--- src/rtl/wb_write_queue_pkg.sv ---
// Shared definitions for the register-bank write-back path: widths, the queue
// entry layout and the address-to-RegWrite decoder.
package misp_pkg;

  localparam int unsigned DATA_W = 16;
  localparam int unsigned ADDR_W = 4;
  localparam int unsigned NREG   = 16;

  typedef struct packed {
    logic [ADDR_W-1:0] addr;
    logic [DATA_W-1:0] data;
  } wb_entry_t;

  function automatic logic [NREG-1:0] addr_onehot(input logic [ADDR_W-1:0] a);
    logic [NREG-1:0] v;
    v    = '0;
    v[a] = 1'b1;
    return v;
  endfunction

endpackage

--- src/rtl/wb_write_queue_if.sv ---
// Bundle between the pipeline (master side) and the write-back queue (slave
// side): write requests, drain bus to the register bank, forwarding lookup.
interface wb_write_queue_if #(
  parameter int unsigned DEPTH = 4
);
  import misp_pkg::*;

  logic                    wr_valid;
  logic                    wr_ready;
  logic [ADDR_W-1:0]       wr_addr;
  logic [DATA_W-1:0]       wr_data;
  logic                    hold;
  logic [DATA_W-1:0]       reg_d;
  logic [NREG-1:0]         reg_sel;
  logic [ADDR_W-1:0]       rd_addr;
  logic                    fwd_hit;
  logic [DATA_W-1:0]       fwd_data;
  logic [$clog2(DEPTH):0]  count;
  logic                    full;
  logic                    empty;

  modport master (
    output wr_valid, wr_addr, wr_data, hold, rd_addr,
    input  wr_ready, reg_d, reg_sel, fwd_hit, fwd_data, count, full, empty
  );

  modport slave (
    input  wr_valid, wr_addr, wr_data, hold, rd_addr,
    output wr_ready, reg_d, reg_sel, fwd_hit, fwd_data, count, full, empty
  );

endinterface

--- src/rtl/wb_write_queue_fwd_match.sv ---
// Forwarding lookup over the pending write entries; the youngest matching
// entry supplies the data.
module wb_fwd_match
  import misp_pkg::*;
#(
  parameter int unsigned DEPTH = 4
) (
  input  wb_entry_t                   entries [DEPTH],
  input  logic [DEPTH-1:0]            valid,
  input  logic [$clog2(DEPTH)-1:0]    tail,
  input  logic [ADDR_W-1:0]           rd_addr,
  output logic                        fwd_hit,
  output logic [DATA_W-1:0]           fwd_data
);

  localparam int unsigned PTR_W = $clog2(DEPTH);

  logic [PTR_W-1:0] idx;

  // Walk slots from tail (oldest) towards tail-1 (youngest); a later match
  // overrides an earlier one, so the youngest hit is what remains.
  always_comb begin
    fwd_hit  = 1'b0;
    fwd_data = '0;
    idx      = '0;
    for (int unsigned age = 0; age < DEPTH; age++) begin
      idx = tail + PTR_W'(age);
      if (valid[idx] && (entries[idx].addr == rd_addr)) begin
        fwd_hit  = 1'b1;
        fwd_data = entries[idx].data;
      end
    end
  end

endmodule

--- src/rtl/wb_write_queue.sv ---
// Write-back queue in front of the register bank: buffers register writes and
// drains one per clock as a data bus plus one-hot RegWrite vector.
module wb_write_queue
  import misp_pkg::*;
#(
  parameter int unsigned DEPTH = 4
) (
  input  logic            CLK,
  input  logic            reset_n,
  wb_write_queue_if.slave bus
);

  localparam int unsigned PTR_W = $clog2(DEPTH);
  localparam int unsigned CNT_W = PTR_W + 1;

  wb_entry_t          mem_q   [DEPTH];
  wb_entry_t          mem_d   [DEPTH];
  logic [DEPTH-1:0]   valid_q, valid_d;
  logic [PTR_W-1:0]   head_q,  head_d;
  logic [PTR_W-1:0]   tail_q,  tail_d;
  logic [CNT_W-1:0]   count_q, count_d;

  logic      full, empty, push, pop;
  wb_entry_t head_e;

  always_comb begin
    full   = (count_q == CNT_W'(DEPTH));
    empty  = (count_q == '0);
    push   = bus.wr_valid && !full;
    pop    = !empty && !bus.hold;
    head_e = mem_q[head_q];
  end

  always_comb begin
    mem_d   = mem_q;
    valid_d = valid_q;
    head_d  = head_q;
    tail_d  = tail_q;
    count_d = count_q;
    if (push) begin
      mem_d[tail_q]   = '{addr: bus.wr_addr, data: bus.wr_data};
      valid_d[tail_q] = 1'b1;
      tail_d          = tail_q + 1'b1;
    end
    if (pop) begin
      valid_d[head_q] = 1'b0;
      head_d          = head_q + 1'b1;
    end
    unique case ({push, pop})
      2'b10:   count_d = count_q + 1'b1;
      2'b01:   count_d = count_q - 1'b1;
      default: count_d = count_q;
    endcase
  end

  // Storage is cleared on reset too, so reg_d reads zero while idle after reset.
  always_ff @(posedge CLK or negedge reset_n) begin
    if (!reset_n) begin
      for (int unsigned i = 0; i < DEPTH; i++) begin
        mem_q[i] <= '0;
      end
      valid_q <= '0;
      head_q  <= '0;
      tail_q  <= '0;
      count_q <= '0;
    end else begin
      mem_q   <= mem_d;
      valid_q <= valid_d;
      head_q  <= head_d;
      tail_q  <= tail_d;
      count_q <= count_d;
    end
  end

  // RegWrite only while a pop is committed for this cycle; reset kills it at once.
  always_comb begin
    bus.reg_sel = pop ? addr_onehot(head_e.addr) : '0;
    bus.reg_d   = head_e.data;
  end

  assign bus.wr_ready = !full;
  assign bus.full     = full;
  assign bus.empty    = empty;
  assign bus.count    = count_q;

  wb_fwd_match #(
    .DEPTH (DEPTH)
  ) u_fwd (
    .entries  (mem_q),
    .valid    (valid_q),
    .tail     (tail_q),
    .rd_addr  (bus.rd_addr),
    .fwd_hit  (bus.fwd_hit),
    .fwd_data (bus.fwd_data)
  );

endmodule

--- src/flat_wrapper.sv ---
// flat-port wrapper written by rule: the top's interface ports become plain ports
module wb_write_queue_flat import misp_pkg::*;
#(
  parameter int unsigned DEPTH = 4
)
  (CLK, reset_n, bus_wr_valid, bus_wr_addr, bus_wr_data, bus_hold, bus_rd_addr, bus_wr_ready, bus_reg_d, bus_reg_sel, bus_fwd_hit, bus_fwd_data, bus_count, bus_full, bus_empty);
  wb_write_queue_if #(.DEPTH(DEPTH)) bus_i ();
  input  logic CLK;
  input  logic reset_n;
  input wire logic [$bits(bus_i.wr_valid)-1:0] bus_wr_valid;
  input wire logic [$bits(bus_i.wr_addr)-1:0] bus_wr_addr;
  input wire logic [$bits(bus_i.wr_data)-1:0] bus_wr_data;
  input wire logic [$bits(bus_i.hold)-1:0] bus_hold;
  input wire logic [$bits(bus_i.rd_addr)-1:0] bus_rd_addr;
  output wire logic [$bits(bus_i.wr_ready)-1:0] bus_wr_ready;
  output wire logic [$bits(bus_i.reg_d)-1:0] bus_reg_d;
  output wire logic [$bits(bus_i.reg_sel)-1:0] bus_reg_sel;
  output wire logic [$bits(bus_i.fwd_hit)-1:0] bus_fwd_hit;
  output wire logic [$bits(bus_i.fwd_data)-1:0] bus_fwd_data;
  output wire logic [$bits(bus_i.count)-1:0] bus_count;
  output wire logic [$bits(bus_i.full)-1:0] bus_full;
  output wire logic [$bits(bus_i.empty)-1:0] bus_empty;
  assign bus_i.wr_valid = bus_wr_valid;
  assign bus_i.wr_addr = bus_wr_addr;
  assign bus_i.wr_data = bus_wr_data;
  assign bus_i.hold = bus_hold;
  assign bus_i.rd_addr = bus_rd_addr;
  assign bus_wr_ready = bus_i.wr_ready;
  assign bus_reg_d = bus_i.reg_d;
  assign bus_reg_sel = bus_i.reg_sel;
  assign bus_fwd_hit = bus_i.fwd_hit;
  assign bus_fwd_data = bus_i.fwd_data;
  assign bus_count = bus_i.count;
  assign bus_full = bus_i.full;
  assign bus_empty = bus_i.empty;
  wb_write_queue #(.DEPTH(DEPTH)) u_core (.CLK(CLK), .reset_n(reset_n), .bus(bus_i));
endmodule
--- config.mk ---
export PLATFORM = sky130hd
export DESIGN_NAME = wb_write_queue_flat
export DESIGN_NICKNAME = d
export VERILOG_FILES = /design/src/rtl/wb_write_queue_pkg.sv /design/src/rtl/wb_write_queue_if.sv /design/src/rtl/wb_write_queue_fwd_match.sv /design/src/rtl/wb_write_queue.sv /design/src/flat_wrapper.sv
export SDC_FILE = /design/constraint.sdc
export NUM_CORES = 1
export LEC_CHECK = 0
export CORE_MARGIN = 2
export CORE_UTILIZATION = 30
export CTS_BUF_LIST = sky130_fd_sc_hd__clkbuf_16
export CTS_CLUSTER_DIAMETER = 200
export CTS_CLUSTER_SIZE = 8
export DETAILED_ROUTE_END_ITERATION = 7
export PLACE_DENSITY = 0.55
export SLEW_MARGIN = 30
export SYNTH_ARGS = -nofsm -noshare
export SYNTH_HDL_FRONTEND = slang
export SYNTH_SLANG_ARGS = --single-unit
--- constraint.sdc ---
create_clock -name CLK -period 3.8 [get_ports CLK]
set_clock_uncertainty 0.1 [all_clocks]
set_input_delay 0.38 -clock CLK [delete_from_list [all_inputs] [get_ports CLK]]
set_output_delay 0.38 -clock CLK [all_outputs]
set_load 0.03 [all_outputs]
==> load_flow_metrics.sql <==
INSERT INTO impl_metrics (metric_group, metric, value, unit) VALUES
('grt', 'gr-usage-all-layers', '16.6', '%'),
('die', 'fp.dieArea', '0.0250', 'sq mm'),
('timing', 'fin_crit', '3.66', 'ns'),
('placed_design', 'gp_congestion', '0.765', ''),
('placed_design', 'preCtsSetupSlack', '0.213', 'ns'),
('timing', 'setup-tns-final', '0', 'ns'),
('grt', 'first_global_vias', '5431', ''),
('finish', 'nNetsFinal', '643', ''),
('clock_tree', 'tritoncts_clock_tree', 'yes', ''),
('timing', 'max_freq', '0.273', 'GHz'),
('clock_tree', 'worst_case_clock_buffer_depth', '2', ''),
('synth', 'syn_nets', '561', ''),
('routing', 'initialDrtViolationCount', '282', ''),
('critical_path', 'setup.worst_path.class', 'reg2out', ''),
('clock_tree', 'worst_setup_hold_path_clk_slew', '0.07', 'ns'),
('placed_design', 'hpwlAfterDp', '13400', 'um'),
('flow_run', 'drv_cap', '0', ''),
('timing', 'finalSetupViolations', '0', ''),
('grt', 'grt_first_pass_wirelength', '31300', 'um'),
('routing', 'detail_route.drc_violations', '0', ''),
('synth', 'avgSynthCellArea', '13.6', 'sq um'),
('routing', 'drt-pass1-iter-count', '4', ''),
('synth', 'post_synthesis_sequential_area_ratio', '31.9', '%'),
('finish', 'antenna_cells_inserted', '0', ''),
('critical_path', 'worst-r2r-cell-count', '6', ''),
('placed_design', 'placedCellCount', '903', ''),
('clock_tree', 'cts_inserted_buffers', '9', ''),
('die', 'core_area', '0.0234', 'sq mm'),
('critical_path', 'critPathArrivalTime', '3.18', 'ns'),
('die', 'floorplan.die.height', '158', 'um'),
('finish', 'area.growth.synth_to_final', '28.5', '%'),
('synth', 'synth_cell_types', '44', ''),
('critical_path', 'type_of_element_launching_the_critical_path', 'flop', ''),
('routing', 'detail-route-antenna-nets', '0', ''),
('status', 'run_status', 'completed', ''),
('timing', 'post-route-period-util', '96.4', '%'),
('routing', 'routed-via-count', '5177', ''),
('timing', 'grt_setup_unrepaired', 'false', ''),
('synth', 'synth_cells', '523', ''),
('finish', 'finish.instance_area', '0.00917', 'sq mm'),
('die', 'floorplan.initialDensity', '30.5', '%'),
('synth', 'synth.ff_latch_count', '91', ''),
('placed_design', 'port_buffers', '82', ''),
('finish', 'final_cell_count_no_fill', '929', ''),
('clock_tree', 'insertion_delay', '0.36', 'ns'),
('grt', 'grt_antenna_before_repair', '0', ''),
('placed_design', 'dpl-instance-area', '0.00859', 'sq mm'),
('synth', 'syn-cell-area', '0.00714', 'sq mm'),
('die', 'ioPinCount', '83', ''),
('timing', 'final_critical_path_setup_slack', '0.136', 'ns'),
('routing', 'detail_route.wl_per_cell', '21.5', 'um'),
('timing', 'finalMaxSlewViolations', '0', ''),
('critical_path', 'crit_required', '3.32', 'ns'),
('clock_tree', 'numClockSinks', '91', ''),
('timing', 'max-slew-margin-rel', '64.4', '%'),
('synth', 'synth.yosys.warnings', '0', ''),
('routing', 'avgViaCountPerCell', '5.57', ''),
('critical_path', 'timing.critical_path.to_type', 'output port', ''),
('critical_path', 'crit_fanout', '16', ''),
('clock_tree', 'cts_htree_levels', '3', ''),
('clock_tree', 'clockRootBuffer', 'sky130_fd_sc_hd__clkbuf_16', ''),
('timing', 'worst_pin_slew', '0.534', 'ns'),
('grt', 'grt_overflow_total', '0', ''),
('finish', 'drive_gt1_share', '44.4', '%'),
('routing', 'total_routed_length', '20000', 'um'),
('timing', 'finalHoldViolations', '0', ''),
('die', 'die_width', '158', 'um'),
('worst_hold_path', 'timing.hold.worst.class', 'in2async', ''),
('die', 'row_count', '56', ''),
('grt', 'pin_count_of_the_biggest_net_entering_global_routing', '49', '');
[kinds of logic after synthesis]
| family | count (synthesis) | share of synthesized area, % |
|---|---|---|
| AOI/OAI and AO/OA | 46 | 5.51 |
| xor gates and xnor gates | 25 | 3.07 |
| adders and majority gates | 10 | 1.86 |
| buffers and inverters | 59 | 4.75 |
| DFF | 91 | 31.9 |
| muxes | 193 | 46.4 |
| and+or+nand+nor | 99 | 6.54 |
[registers in the layout (all words and copies together) (netlist names)]
signal and count:
u_core.mem_q 80, u_core.valid_q 4, u_core.bus.count 3, u_core.head_q 2, u_core.tail_q 2
[Yosys cell counts]
cell type	number	area [sq um]
sky130_fd_sc_hd__mux4_2	71	1600
sky130_fd_sc_hd__buf_1	6	22.5
sky130_fd_sc_hd__nor2_1	48	180
sky130_fd_sc_hd__a211oi_1	16	120
sky130_fd_sc_hd__nand4_1	1	6.26
sky130_fd_sc_hd__or4_1	1	7.51
sky130_fd_sc_hd__buf_6	4	45.0
sky130_fd_sc_hd__a221oi_1	6	52.6
sky130_fd_sc_hd__dlymetal6s2s_1	1	12.5
sky130_fd_sc_hd__mux2i_1	13	130
sky130_fd_sc_hd__mux4_4	19	475
sky130_fd_sc_hd__nor3_1	3	15.0
sky130_fd_sc_hd__buf_8	1	15.0
sky130_fd_sc_hd__o32ai_1	2	17.5
sky130_fd_sc_hd__clkbuf_1	16	60.1
sky130_fd_sc_hd__nor3b_1	2	15.0
sky130_fd_sc_hd__inv_1	11	41.3
sky130_fd_sc_hd__a32oi_1	2	17.5
sky130_fd_sc_hd__and4_1	1	8.76
sky130_fd_sc_hd__fa_1	1	20.0
sky130_fd_sc_hd__or3_1	2	12.5
sky130_fd_sc_hd__mux4_1	6	158
sky130_fd_sc_hd__a221oi_2	8	120
sky130_fd_sc_hd__buf_2	5	25.0
sky130_fd_sc_hd__nand2b_1	2	12.5
sky130_fd_sc_hd__nor3_2	1	10.0
sky130_fd_sc_hd__a31oi_1	1	6.26
sky130_fd_sc_hd__nand3_1	19	95.1
sky130_fd_sc_hd__mux2_2	84	946
sky130_fd_sc_hd__dlygate4sd1_1	4	35.0
sky130_fd_sc_hd__xor2_1	12	105
sky130_fd_sc_hd__o21ai_0	2	10.0
sky130_fd_sc_hd__xnor2_1	13	114
sky130_fd_sc_hd__dfrtp_1	91	2280
sky130_fd_sc_hd__ha_1	9	113
sky130_fd_sc_hd__and2_1	1	6.26
sky130_fd_sc_hd__nor4_1	1	6.26
sky130_fd_sc_hd__nor4_4	1	21.3
sky130_fd_sc_hd__o221ai_1	1	8.76
sky130_fd_sc_hd__nand2_1	13	48.8
sky130_fd_sc_hd__a21oi_1	8	40.0
sky130_fd_sc_hd__buf_4	11	82.6
sky130_fd_sc_hd__nand3b_1	2	15.0
sky130_fd_sc_hd__and3_1	1	6.26
[repair_timing]
action                                  in CTS  in global routing
endpoints found under the hold margin       38                  0
setup buffers                                4                  4
cloned                                       2                  0
hold buffers                                 1                  0
pin swaps                                    2                  7
resized for setup                           15                 12
endpoints found under the setup margin      16                 17
[routing by layer]
layer	global-route usage [%]	vias up	routed length [um]
li1	-	2240	-
met1	21.4	2780	8360
met2	29.6	144	10500
met3	1.75	13	888
met4	4.76	0	239
met5	0	-	0
[worst paths after layout]
check	to	slack (ns)	from
min reg2reg	u_core.bus.count[2]$_DFFE_PN0P_	0.46	u_core.bus.count[2]$_DFFE_PN0P_
max in group asynchronous	u_core.bus.count[2]$_DFFE_PN0P_	2.30	reset_n
min	u_core.mem_q[34]$_DFFE_PN0P_	0.44	reset_n
max reg2reg	u_core.mem_q[72]$_DFFE_PN0P_	1.35	u_core.bus.count[0]$_DFFE_PN0P_
min in group CLK	u_core.bus.count[2]$_DFFE_PN0P_	0.46	u_core.bus.count[2]$_DFFE_PN0P_
max	bus_fwd_data[2]	0.14	u_core.tail_q[1]$_DFFE_PN0P_
[through the flow]
| stage | hold WS [ns] | util [%] |
|---|---|---|
| 2_1_floorplan | -0.0156 | - |
| 3_5_place_dp | 0.286 | 36.7 |
| 6_report | 0.440 | 39.2 |
| 5_1_grt | 0.482 | 39.2 |
| 3_3_place_gp | 0.423 | 36.6 |
| 4_1_cts | 0.456 | 38.8 |
[worst max-delay path, cell delays in order (launching register included)]
cell and delay (ns):
sky130_fd_sc_hd__dfrtp_2 0.41, sky130_fd_sc_hd__inv_1 0.13, sky130_fd_sc_hd__ha_4 0.24, sky130_fd_sc_hd__buf_8 0.14
sky130_fd_sc_hd__buf_4 0.13, sky130_fd_sc_hd__mux2i_1 0.19, sky130_fd_sc_hd__xnor2_1 0.09, sky130_fd_sc_hd__o32ai_1 0.37
sky130_fd_sc_hd__and4_1 0.30, sky130_fd_sc_hd__buf_12 0.18, sky130_fd_sc_hd__a211oi_1 0.09, sky130_fd_sc_hd__a221oi_4 0.38
sky130_fd_sc_hd__buf_12 0.16
[layout by cell type, fill, tap and decap left out, drive strengths merged, types with 4 or more instances in the layout]
master / instances
nor2: 48
clkbuf: 9
a221oi: 14
dfrtp: 91
clkdlybuf4s50: 64
a211oi: 16
nand3: 19
mux2: 84
inv: 12
clkinv: 4
nor3: 4
ha: 9
nand2: 13
mux2i: 13
buf: 53
xor2: 12
a21oi: 8
xnor2: 13
mux4: 96
[cell type report]
type / instances / area [sq um]
clock buffer: 9 / 225
clock inverter: 7 / 61.3
fill: 2234 / 14200
inverter: 11 / 41.3
multi-input combinational: 373 / 4810
sequential: 91 / 2280
tap: 319 / 399
timing repair buffer: 119 / 1350
Power is left out: the tool's default activity adds up to more than one toggle a clock period on the data nets, which glitch-free logic cannot reach.
